**config.mk**
```make
export PLATFORM = sky130hd
export DESIGN_NAME = switch_debounce4
export DESIGN_NICKNAME = d
export VERILOG_FILES = /design/src/rtl/switch_debounce4.sv
export SDC_FILE = /design/constraint.sdc
export NUM_CORES = 1
export LEC_CHECK = 0
export CAP_MARGIN = 0
export CELL_PAD_IN_SITES_DETAIL_PLACEMENT = 1
export CELL_PAD_IN_SITES_GLOBAL_PLACEMENT = 1
export CORE_UTILIZATION = 53
export CTS_BUF_LIST = sky130_fd_sc_hd__clkbuf_8
export CTS_CLUSTER_SIZE = 8
export DETAILED_ROUTE_END_ITERATION = 16
export PLACE_DENSITY = 0.93
export SLEW_MARGIN = 0
export SYNTH_ARGS = -nofsm -noshare
export SYNTH_HDL_FRONTEND = slang
export SYNTH_SLANG_ARGS = --single-unit
```
**constraint.sdc**
```tcl
create_clock -name clk -period 2.8 [get_ports clk]
set_input_delay 0.42 -clock clk [delete_from_list [all_inputs] [get_ports clk]]
set_output_delay 0.42 -clock clk [all_outputs]
set_load 0.005 [all_outputs]
```
**src/rtl/switch_debounce4.sv**
```systemverilog
// Slide-switch conditioner: two-flop synchronizer plus a per-bit debounce counter
// feeding a registered 4-bit value, a change strobe and a settled flag.
module switch_debounce4 #(
  parameter int unsigned DEBOUNCE_CYCLES = 500000
) (
  input  logic       clk,
  input  logic       rst,
  input  logic [3:0] sw_in,
  output logic [3:0] numero,
  output logic       changed,
  output logic       stable
);

  localparam int unsigned N_BITS = 4;
  localparam int unsigned CNT_W  = $clog2(DEBOUNCE_CYCLES);
  localparam logic [CNT_W-1:0] CNT_MAX = CNT_W'(DEBOUNCE_CYCLES - 1);

  logic [N_BITS-1:0] sync1_q, sync2_q;
  logic [N_BITS-1:0] numero_q, numero_d;
  logic              changed_q, changed_d;
  logic [CNT_W-1:0]  cnt_q [N_BITS];
  logic [CNT_W-1:0]  cnt_d [N_BITS];
  logic              cnt_idle_c;

  // A bit flips only after its synchronized level has disagreed for DEBOUNCE_CYCLES edges.
  always_comb begin
    numero_d = numero_q;
    for (int i = 0; i < N_BITS; i++) begin
      cnt_d[i] = '0;
      if (sync2_q[i] != numero_q[i]) begin
        if (cnt_q[i] == CNT_MAX) begin
          numero_d[i] = sync2_q[i];
        end else begin
          cnt_d[i] = cnt_q[i] + CNT_W'(1);
        end
      end
    end
    changed_d = |(numero_d ^ numero_q);
  end

  always_comb begin
    cnt_idle_c = 1'b1;
    for (int i = 0; i < N_BITS; i++) begin
      if (cnt_q[i] != '0) begin
        cnt_idle_c = 1'b0;
      end
    end
  end

  always_ff @(posedge clk) begin
    if (rst) begin
      sync1_q   <= '0;
      sync2_q   <= '0;
      numero_q  <= '0;
      changed_q <= 1'b0;
      for (int i = 0; i < N_BITS; i++) begin
        cnt_q[i] <= '0;
      end
    end else begin
      sync1_q   <= sw_in;
      sync2_q   <= sync1_q;
      numero_q  <= numero_d;
      changed_q <= changed_d;
      for (int i = 0; i < N_BITS; i++) begin
        cnt_q[i] <= cnt_d[i];
      end
    end
  end

  assign numero  = numero_q;
  assign changed = changed_q;
  assign stable  = (sync2_q == numero_q) && cnt_idle_c;

endmodule
```
==> results of run 1 <==
-- sequential cells by signal, indices dropped and copies added, names as in the netlist --
| name | cells |
|---|---|
| sync2_q | 4 |
| cnt_q | 76 |
| changed | 1 |
| sync1_q | 4 |
| numero | 4 |
-- how the worst max path moves through the flow --
stage                   endpoint  cells after the start
floorplan           cnt_q[0][10]                      6
global placement          stable                      5
detailed placement        stable                      5
CTS                       stable                      5
global route              stable                      5
finish                    stable                      5
-- worst max-delay path: stages (launching register included) --
cell,delay (ns)
dfxtp_1,0.39
or4_1,0.60
nor2_1,0.14
nand3_1,0.10
nor4_2,0.31
dlygate4sd2_1,0.28
-- power by group --
group          switching [mW]  leakage [nW]  internal, mW  total (mW)
combinational          0.0254         0.571        0.0209      0.0462
clock                   0.508         0.108         0.431       0.939
sequential            0.00526         0.719          1.27        1.28
total                   0.538          1.40          1.72        2.26
-- layout make-up --
| class | instances | area, µm² | share of cell area |
|---|---|---|---|
| multi-input cells | 354 | 2210 | 0.489 |
| flip-flops and latches | 89 | 1780 | 0.395 |
| clock buffers | 9 | 124 | 0.0274 |
| repair buffers | 13 | 124 | 0.0274 |
| well taps | 99 | 124 | 0.0274 |
| clock inverters | 7 | 83.8 | 0.0186 |
| inverters | 19 | 71.3 | 0.0158 |
-- cell usage after synthesis, drive strengths merged, types with 2 or more instances --
library cell and count:
nor4 17, and2 3, or3 19, nor2b 8, o31ai 9, o21ai 13, a211o 2, dfxtp 89
a21bo 3, and4 9, or4 20, nor2 66, clkbuf 5, and3 2, inv 19, nor4b 4
nand4 19, xnor2 30, nand3 33, a21oi 24, buf 8, xor2 22, nor3 9, nand2 28
ha 8
-- stage by stage --
stage | worst slack [ns] | total power, mW | hold WS, ns | utilization | cell area [µm²]
3_5_place_dp | 0.233 | 1.35 | 0.438 | 0.582 | 4290
5_1_grt | 0.0664 | 2.33 | 0.471 | 0.613 | 4520
3_3_place_gp | 0.233 | 1.35 | 0.419 | 0.582 | 4290
4_1_cts | 0.219 | 2.28 | 0.458 | 0.613 | 4520
2_1_floorplan | 0.903 | 1.33 | 0.414 | - | 4100
6_report | 0.186 | 2.26 | 0.450 | 0.613 | 4520
-- kinds of logic (layout without fill, tap and decap cells) --
group | count (synthesis) | after routing | synth area share
xor+xnor | 52 | 52 | 0.111
buf+inv | 32 | 48 | 0.0326
compound gates | 54 | 54 | 0.0812
fa+ha+maj | 8 | 8 | 0.0244
simple gates | 240 | 240 | 0.316
flops | 89 | 89 | 0.435
-- per-layer routing --
metal | global-route usage | share of wire | up-vias | wire length, µm
met2 | 0.505 | 0.51 | 70 | 5540
met3 | 0.0668 | 0.037 | 33 | 398
met5 | 0 | 0 | - | 0
met1 | 0.321 | 0.42 | 1799 | 4600
met4 | 0.125 | 0.033 | 0 | 358
li1 | - | - | 1716 | -
-- layout by cell type, fill, tap and decap left out, drive strengths merged --
cell	instances
dfxtp	89
nor2	66
nand3	33
xnor2	30
nand2	28
a21oi	24
inv	23
xor2	22
or4	20
or3	19
nand4	19
nor4	17
o21ai	13
clkdlybuf4s50	10
nor3	9
and4	9
o31ai	9
clkbuf	9
nor2b	8
ha	8
nor4b	4
a21bo	3
and2	3
and3	2
a211o	2
buf	2
clkinv	2
nor4bb	1
or2	1
nand2b	1
a21o	1
a22oi	1
a31oi	1
bufinv	1
dlygate4sd2	1
==> summary.md, run 1 <==
| Metric | Value |
|---|---|
| Worst r2r path cells | 5 |
| Cell Count, Final, Fillers Out | 590 |
| Worst-path clk slew | 0.10 ns |
| Final hold violation count | 0 |
| CP Launch Type | flop |
| Worst hold path type | flop to flop |
| CTS buffer count | 9 |
| Vias in the first global route | 3691 |
| IO Pins | 12 |
| Fmax | 383 MHz |
| FF-to-FF Start | cnt_q[1][0] |
| Layout cell share with drive strength beyond 1 | 0.0631 |
| Final Skew | 0.0108 ns |
| Min cycle time layout | 2.61 ns |
| Total global-route track usage | 0.283 |
| Worst Setup SP | cnt_q[3][13] |
| Nets@finish | 500 |
| CTS sink count | 89 |
| Worst Setup End Kind | primary output |
| HP Start | sync1_q[0] |
| Antenna violations before repair | 0 |
| Htree depth | 3 |
| Avg Vias per Cell | 6.13 |
| Internal reg-to-reg setup slack | 0.46 ns |
| Full die area | 8090 µm² |
| Fill count | 884 |
| Post-synth cell types | 37 |
| Async set or reset register ratio after synthesis | 0 |
| Synth area leaders | dfxtp_1, xnor2_1, nor2_1 |
| RSZ-0062 raised after global routing | no |
| Max_slew headroom | 0.580 |
| Number of DRC markers in iteration 0 | 101 |
| Antenna-violating nets left | 0 |
| Top_reg_cell synth | dfxtp_1 |
| DP Wirelength | 7730 µm |
| WS Path Type | flop to primary output |
| Critical path arrival | 2.19 ns |
| Initial Util | 0.556 |
| Area Overhead vs Synth | 10.1% |
| Mapped Avg Cell Area | 8.63 µm² |
| Post-synth top area share | 0.435 |
| Max cap viols | 0 |
| Wire length of the first global-routing pass | 18300 µm |
| Root Driver | clkbuf_8 |
| Drt total wl | 10900 µm |
| Hold buffer count at cts | 0 |
| Mapped Cells | 475 |
| Final RePlAce weighted congestion | 0.840 |
| Hold depth | 1 |
| Largest net degree at the start of global routing | 20 |
| Hold path endpoint | sync2_q[0] |
| FF+latch count, synth | 89 |
| Clock Path Buffers | 2 |
| Core Region | 7370 µm² |
| Leakage | 1.40 nW |
| CTS resizes | 6 |
| Worst-skew pair later-pin latency | 0.37 ns |
| Status | finished, final reports clean |
| Post-synth net total | 489 |
| Die H | 90.0 µm |
| Placed cell count | 574 |
| First drt pass iteration count | 4 |
| TritonCTS clock tree | done |
| Peak supply drop | 0.000367 V |
| Mapped Area | 4100 µm² |
| Sequential-to-total area share from yosys stat | 0.435 |
| Post-synth EDFFs | 0 |
| IO buf count | 11 |
| PwrDens | 501 nW/µm² |
| Routed WL per cell | 18.5 µm |
| Post-route DRC violation count | 0 |
| Synth warnings | 0 |
| Worst Path Max Fanout | 6 |
| Post-CTS setup buffers | 0 |
| WP data required | 2.38 ns |
| # rows | 31 |
| Slew at the pin with the worst max-slew slack | 0.630 ns |
| Post-synth top area cell | dfxtp_1 |
| Slew Viols, Final | 0 |
| Setup TNS Final | 0 ns |
| # diodes | 0 |
| Final Setup Violations | 0 |
| Global route overflow | 0 |
| R2R Path End | cnt_q[1][18] |
| Routed vias | 3618 |
| Period utilization | 0.933 |
| Die width | 90.0 µm |
No activity file was read; power rests on OpenSTA's default activity.
==> inputs of run 2 (changes only) <==
--- a/config.mk
+++ b/config.mk
@@ -5,9 +5,10 @@
 export SDC_FILE = /design/constraint.sdc
 export NUM_CORES = 1
 export LEC_CHECK = 0
-export CAP_MARGIN = 0
+export CAP_MARGIN = 40
 export CELL_PAD_IN_SITES_DETAIL_PLACEMENT = 1
 export CELL_PAD_IN_SITES_GLOBAL_PLACEMENT = 1
+export CORE_MARGIN = 1.5
 export CORE_UTILIZATION = 53
 export CTS_BUF_LIST = sky130_fd_sc_hd__clkbuf_8
 export CTS_CLUSTER_SIZE = 8
==> run 2 against run 1 <==
- die area increased by 2.2%
- first-iteration DRC count increased to 2.5 times the previous value
- combinational power increased by 4%
- worst setup slack got worse by 0.088 ns
- clock power increased by 16%
- global-route usage increased by 2.6 points
- routed wire length increased by 12%
- worst hold slack improved by 0.0061 ns
- sequential share of layout area decreased by 0.70 points
- highest routed layer is now met5
==> summary.md, run 2 (synthesis results as in run 1) <==
| Metric | Value |
|---|---|
| Final Power | 2.41 mW (was 2.26 mW) |
| Worst slack on hold paths | 0.456 ns (was 0.450 ns) |
| Worst-skew pair later-pin latency | 0.37 ns (about the same) |
| Final hold violation count | 0 (unchanged) |
| Die H | 91.0 µm (was 90.0 µm) |
| CP Launch Type | flop (unchanged) |
| Cell internal pwr | 1.91 mW (was 1.72 mW) |
| Max reg flops | 76 (unchanged) |
| CTS buffer count | 9 (unchanged) |
| Max_slew headroom | 0.564 (was 0.580) |
| Leakage | 1.44 nW (was 1.40 nW) |
| Initial Util | 0.556 (unchanged) |
| Area of the multi-input gates | 2220 µm² (was 2210 µm²) |
| Comb power frac | 0.020 (about the same) |
| Critical path arrival | 2.28 ns (was 2.19 ns) |
| WP data required | 2.38 ns (about the same) |
| Switch share | 0.210 (was 0.238) |
| Peak supply drop | 0.000341 V (was 0.000367 V) |
| PwrDens | 525 nW/µm² (was 501 nW/µm²) |
| RSZ-0062 raised after global routing | no (unchanged) |
| Slew Viols, Final | 0 (unchanged) |
| Antenna-violating nets left | 0 (unchanged) |
| Final design area excluding fillers | 4600 µm² (was 4520 µm²) |
| Top reg by flops | cnt_q (unchanged) |
| Placed cell count | 579 (was 574) |
| Area Overhead vs Synth | 12.1% (was 10.1%) |
| Root Driver | clkbuf_8 (unchanged) |
| WS Path Type | flop to primary output (unchanged) |
| Fill count | 871 (was 884) |
| IO Pins | 12 (unchanged) |
| Total global-route track usage | 0.309 (was 0.283) |
| Worst-path clk slew | 0.09 ns (was 0.10 ns) |
| Routed vias | 3712 (was 3618) |
| Avg Vias per Cell | 6.25 (was 6.13) |
| Status | finished, final reports clean (unchanged) |
| Register share of total power | 0.529 (was 0.565) |
| Slew at the pin with the worst max-slew slack | 0.653 ns (was 0.630 ns) |
| Number of DRC markers in iteration 0 | 257 (was 101) |
| CTS sink count | 89 (unchanged) |
| Cell Count, Final, Fillers Out | 594 (was 590) |
| Final RePlAce weighted congestion | 0.861 (was 0.840) |
| Leading cell type in the layout, fill and taps excluded | dfxtp_1 (unchanged) |
| Most frequent cells in the layout | dfxtp_1, nor2_1, nand3_1 (unchanged) |
| IO buf count | 11 (unchanged) |
| Vias in the first global route | 3959 (was 3691) |
| Worst Setup End Kind | primary output (unchanged) |
| Largest net degree at the start of global routing | 20 (unchanged) |
| First drt pass iteration count | 4 (unchanged) |
| Util after Layout | 0.624 (was 0.613) |
| Fmax | 370 MHz (was 383 MHz) |
| Routed WL per cell | 20.6 µm (was 18.5 µm) |
| Post-route DRC violation count | 0 (unchanged) |
| Worst Path Max Fanout | 6 (unchanged) |
| TritonCTS clock tree | done (unchanged) |
| Full die area | 8270 µm² (was 8090 µm²) |
| Clock Path Buffers | 2 (unchanged) |
| Antenna violations before repair | 1 (was 0) |
| Crit path cell chain | or4_4 -> nor3_4 -> nand4_1 -> nor4_2 -> dlygate4sd2_1 (was or4_1 -> nor2_1 -> nand3_1 -> nor4_2 -> dlygate4sd2_1) |
| Hold buffer count at cts | 0 (unchanged) |
| Min cycle time layout | 2.70 ns (was 2.61 ns) |
| Net Switching | 0.506 mW (was 0.538 mW) |
| Period utilization | 0.965 (was 0.933) |
| Core Region | 7370 µm² (unchanged) |
| Worst hold path type | flop to flop (unchanged) |
| Die width | 91.0 µm (was 90.0 µm) |
| Drt total wl | 12200 µm (was 10900 µm) |
| Final Skew | 0.0106 ns (was 0.0108 ns) |
| Global route overflow | 0 (unchanged) |
| Max cap viols | 0 (unchanged) |
| Critical path's largest stage delay | 0.60 ns (about the same) |
| DP Wirelength | 7940 µm (was 7730 µm) |
| # rows | 31 (unchanged) |
| Setup TNS Final | 0 ns (unchanged) |
| # diodes | 0 (unchanged) |
| Wire length of the first global-routing pass | 20400 µm (was 18300 µm) |
| Reg area | 1780 µm² (unchanged) |
| Nets@finish | 505 (was 500) |
| Final Setup Violations | 0 (unchanged) |
| Layout cell share with drive strength beyond 1 | 0.0727 (was 0.0631) |
| Post-CTS setup buffers | 0 (unchanged) |
| Place WS | 0.0629 ns (was 0.233 ns) |
| Clock power share | 0.451 (was 0.415) |
| Placed Area | 4320 µm² (was 4290 µm²) |
| Final worst slack | 0.0983 ns (was 0.186 ns) |
| Critical-path top delay cell | or4_4 (was or4_1) |
| Htree depth | 3 (unchanged) |
-- run 2: repair_timing --
item	CTS	global route
setup endpoints to repair	1	1
resized for setup	6	1
pin swaps	1	0
-- run 2: path summary, 6_finish.rpt --
path	from	end	slack (ns)	depth (start not counted)
max	cnt_q[0][14]	stable	0.1	5
min	sync1_q[1]	sync2_q[1]	0.46	1
max reg2reg	cnt_q[1][0]	cnt_q[1][13]	0.40	5
min reg2reg	sync1_q[1]	sync2_q[1]	0.46	1
-- run 2: area by class of cell --
type / count / area share
clock buffers: 10 / 0.0299
clock inverters: 5 / 0.0226
inverters: 19 / 0.0155
multi-input cells: 354 / 0.482
flip-flops and latches: 89 / 0.388
well taps: 99 / 0.0269
repair buffers: 18 / 0.0351
-- run 2: layer usage --
| metal | track usage | vias up | share of wire |
|---|---|---|---|
| met5 | 0 | - | 0.0011 |
| met3 | 0.0477 | 49 | 0.048 |
| met1 | 0.368 | 1802 | 0.42 |
| li1 | - | 1723 | - |
| met2 | 0.540 | 136 | 0.49 |
| met4 | 0.151 | 2 | 0.036 |
-- run 2: critical path: cells and delay by family (launching register included) --
family                 cells  cell delay (ns)
and+or+nand+nor            4             1.24
DFF                        1             0.39
buffers and inverters      1             0.29
-- run 2: power groups by stage --
stage               sequential, mW  clock (mW)  combinational, mW
detailed placement            1.31           0             0.0469
floorplan                     1.30           0             0.0262
global route                  1.28        1.13             0.0526
global placement              1.31           0             0.0448
finish                        1.28        1.09             0.0481
CTS                           1.28        1.08             0.0478
==> inputs of run 3 (changes only) <==
--- a/config.mk
+++ b/config.mk
@@ -9,11 +9,12 @@
 export CELL_PAD_IN_SITES_DETAIL_PLACEMENT = 1
 export CELL_PAD_IN_SITES_GLOBAL_PLACEMENT = 1
 export CORE_MARGIN = 1.5
-export CORE_UTILIZATION = 53
+export CORE_UTILIZATION = 34
 export CTS_BUF_LIST = sky130_fd_sc_hd__clkbuf_8
 export CTS_CLUSTER_SIZE = 8
 export DETAILED_ROUTE_END_ITERATION = 16
-export PLACE_DENSITY = 0.93
+export PLACE_DENSITY = 0.65
+export REMOVE_ABC_BUFFERS = 1
 export SLEW_MARGIN = 0
 export SYNTH_ARGS = -nofsm -noshare
 export SYNTH_HDL_FRONTEND = slang
==> constraint.sdc (replaced) <==
create_clock -name clk -period 2.7 [get_ports clk]
set_input_delay 0.405 -clock clk [delete_from_list [all_inputs] [get_ports clk]]
set_output_delay 0.405 -clock clk [all_outputs]
set_load 0.005 [all_outputs]
==> run 3 against run 2 <==
- clock skew about the same
- non-clock buffer count rose by 18
- worst hold slack got worse by 0.011 ns
- clock power rose by 8%
==> summary.md, run 3 (synthesis results as in run 1) <==
| Metric | Value |
|---|---|
| Net Switching | 0.515 mW (was 0.506 mW) |
| Slew at the pin with the worst max-slew slack | 0.583 ns (was 0.653 ns) |
| Clock Path Buffers | 2 (unchanged) |
| Internal reg-to-reg setup slack | 0.40 ns (about the same) |
| # rows | 39 (was 31) |
| Vias in the first global route | 3677 (was 3959) |
| Max_slew headroom | 0.608 (was 0.564) |
| Worst Setup SP | cnt_q[0][8] (was cnt_q[0][14]) |
| Register share of total power | 0.516 (was 0.529) |
| Worst-path clk slew | 0.08 ns (was 0.09 ns) |
| WS Path Type | flop to primary output (unchanged) |
| FF-to-FF Start | cnt_q[0][0] (was cnt_q[1][0]) |
| Critical path destination | stable (unchanged) |
| Switch share | 0.201 (was 0.210) |
| Final Skew | 0.0104 ns (was 0.0106 ns) |
| PwrDens | 527 nW/µm² (was 525 nW/µm²) |
| Core Region | 11600 µm² (was 7370 µm²) |
| Die width | 113 µm (was 91.0 µm) |
| Max cap viols | 0 (unchanged) |
| Area of the multi-input gates | 2280 µm² (was 2220 µm²) |
| Antenna-violating nets left | 0 (unchanged) |
| DP Wirelength | 7750 µm (was 7940 µm) |
| Cell Count, Final, Fillers Out | 657 (was 594) |
| Worst Path Buf+Inv | 3 (was 1) |
| WP data required | 2.30 ns (was 2.38 ns) |
| Crit path cell chain | nor4_4 -> buf_4 -> nand4_1 -> or3_4 -> nor4_4 -> buf_4 -> clkbuf_2 (was or4_4 -> nor3_4 -> nand4_1 -> nor4_2 -> dlygate4sd2_1) |
| Routed WL per cell | 16.0 µm (was 20.6 µm) |
| Total global-route track usage | 0.180 (was 0.309) |
| Max reg flops | 76 (unchanged) |
| Full die area | 12700 µm² (was 8270 µm²) |
| Setup TNS Final | 0 ns (unchanged) |
| Antenna violations before repair | 0 (was 1) |
| Grt met2 use | 0.296 (was 0.540) |
| Final design area excluding fillers | 4860 µm² (was 4600 µm²) |
| # diodes | 0 (unchanged) |
| Area Overhead vs Synth | 18.6% (was 12.1%) |
| Nets@finish | 523 (was 505) |
| Final worst slack | 0.173 ns (was 0.0983 ns) |
| Worst Setup End Kind | primary output (unchanged) |
| CP Launch Type | flop (unchanged) |
| Comb power frac | 0.022 (was 0.020) |
| Period utilization | 0.936 |
| Final hold violation count | 0 (unchanged) |
| Fmax | 396 MHz |
| Largest net degree at the start of global routing | 20 (unchanged) |
| GRT busiest layer | met2 (unchanged) |
| Peak supply drop | 0.000288 V (was 0.000341 V) |
| IO buf count | 11 (unchanged) |
| Placed Area | 4510 µm² (was 4320 µm²) |
| Routed vias | 3491 (was 3712) |
| Crit path max-delay family | simple AND/OR/NAND/NOR gates (unchanged) |
| Worst hold path type | flop to flop (unchanged) |
| Place WS | -0.0243 ns (was 0.0629 ns) |
| Min cycle time layout | 2.53 ns |
| Final RePlAce weighted congestion | 0.761 (was 0.861) |
| Cell internal pwr | 2.05 mW (was 1.91 mW) |
| Wire length of the first global-routing pass | 18000 µm (was 20400 µm) |
| Initial Util | 0.355 (was 0.556) |
| R2R Path End | cnt_q[0][8] (was cnt_q[1][13]) |
| Critical-path top delay cell | or3_4 (was or4_4) |
| Worst path depth | 7 (was 5) |
| Post-route DRC violation count | 0 (unchanged) |
| Top reg by flops | cnt_q (unchanged) |
| Drt total wl | 10500 µm (was 12200 µm) |
| Reg area | 1790 µm² (was 1780 µm²) |
| RSZ-0062 raised after global routing | no (unchanged) |
| Placed cell count | 640 (was 579) |
| Global route overflow | 0 (unchanged) |
| Final Power | 2.56 mW (was 2.41 mW) |
| CTS sink count | 89 (unchanged) |
| Worst-skew pair later-pin latency | 0.37 ns (about the same) |
| Leading cell type in the layout, fill and taps excluded | dfxtp_1 (unchanged) |
| First drt pass iteration count | 4 (unchanged) |
| Die H | 113 µm (was 91.0 µm) |
| IO Pins | 12 (unchanged) |
| Worst r2r path cells | 5 (unchanged) |
| Hold buffer count at cts | 0 (unchanged) |
| Htree depth | 3 (unchanged) |
| Avg Vias per Cell | 5.31 (was 6.25) |
| Clock power share | 0.462 (was 0.451) |
| Status | finished, final reports clean (unchanged) |
| TritonCTS clock tree | done (unchanged) |
| CTS buffer count | 9 (unchanged) |
| Worst Path Max Fanout | 2 (was 6) |
| Number of DRC markers in iteration 0 | 104 (was 257) |
| Slew Viols, Final | 0 (unchanged) |
| M3 GR Usage | 0.0418 (was 0.0477) |
| Most frequent cells in the layout | dfxtp_1, nor2_1, nand3_1 (unchanged) |
| Fill count | 1390 (was 871) |
| Leakage | 1.55 nW (was 1.44 nW) |
| Layout cell share with drive strength beyond 1 | 0.132 (was 0.0727) |
| Critical path arrival | 2.12 ns (was 2.28 ns) |
| Final Setup Violations | 0 (unchanged) |
| Met1 Usage GRT | 0.228 (was 0.368) |
| Root Driver | clkbuf_8 (unchanged) |
| Critical path's largest stage delay | 0.42 ns (was 0.60 ns) |
[run 3: cell types whose count changed in the layout (fill, tap and decap cells not counted), moves of 2 or more]
cell,before,now
or4_1,19,13
buf_4,7,25
dfxtp_1,89,85
nor4_4,0,2
nor2_1,65,63
dfxtp_2,0,4
nor4_2,2,0
nor2_4,0,2
or4_4,1,7
[run 3: layer usage]
metal | vias up | share of wire | wire, µm
met1 | 1701 | 0.49 | 5100
met5 | - | 0 | 0
met4 | 0 | 0.017 | 180
met3 | 13 | 0.021 | 219
li1 | 1749 | - | -
met2 | 28 | 0.48 | 5010
[run 3: power groups by stage]
| stage | registers (mW) | clock network (mW) | logic, mW |
|---|---|---|---|
| after floorplan | 1.35 | 0 | 0.0231 |
| after global placement | 1.35 | 0 | 0.0530 |
| after detailed placement | 1.35 | 0 | 0.0535 |
| after CTS | 1.32 | 1.23 | 0.0540 |
| after global routing | 1.32 | 1.28 | 0.0629 |
| final | 1.32 | 1.18 | 0.0567 |
[run 3: final cells by class]
cell class | instances | area share
multi-input cells | 354 | 0.468
repair buffers | 36 | 0.0602
flip-flops and latches | 89 | 0.367
clock buffers | 9 | 0.0255
clock inverters | 7 | 0.0275
inverters | 19 | 0.0147
well taps | 143 | 0.0368
[run 3: repair_timing]
item,in CTS,in global routing
setup endpoints to repair,1,1
gates resized for setup,19,7
pin swaps,6,3
buffers inserted,1,0
[run 3: worst min path at each step]
| stage | from | end | cells after the start |
|---|---|---|---|
| floorplan | sync1_q[0] | sync2_q[0] | 1 |
| global placement | sync1_q[1] | sync2_q[1] | 1 |
| detailed placement | sync1_q[2] | sync2_q[2] | 1 |
| CTS | sync1_q[2] | sync2_q[2] | 1 |
| global route | sync1_q[2] | sync2_q[2] | 1 |
| finish | sync1_q[2] | sync2_q[2] | 1 |
[run 3: metrics by stage]
step                hold slack, ns  utilization
floorplan                    0.414            -
global placement             0.422        0.390
detailed placement           0.428        0.390
CTS                          0.449        0.419
global route                 0.456        0.421
finish                       0.445        0.421
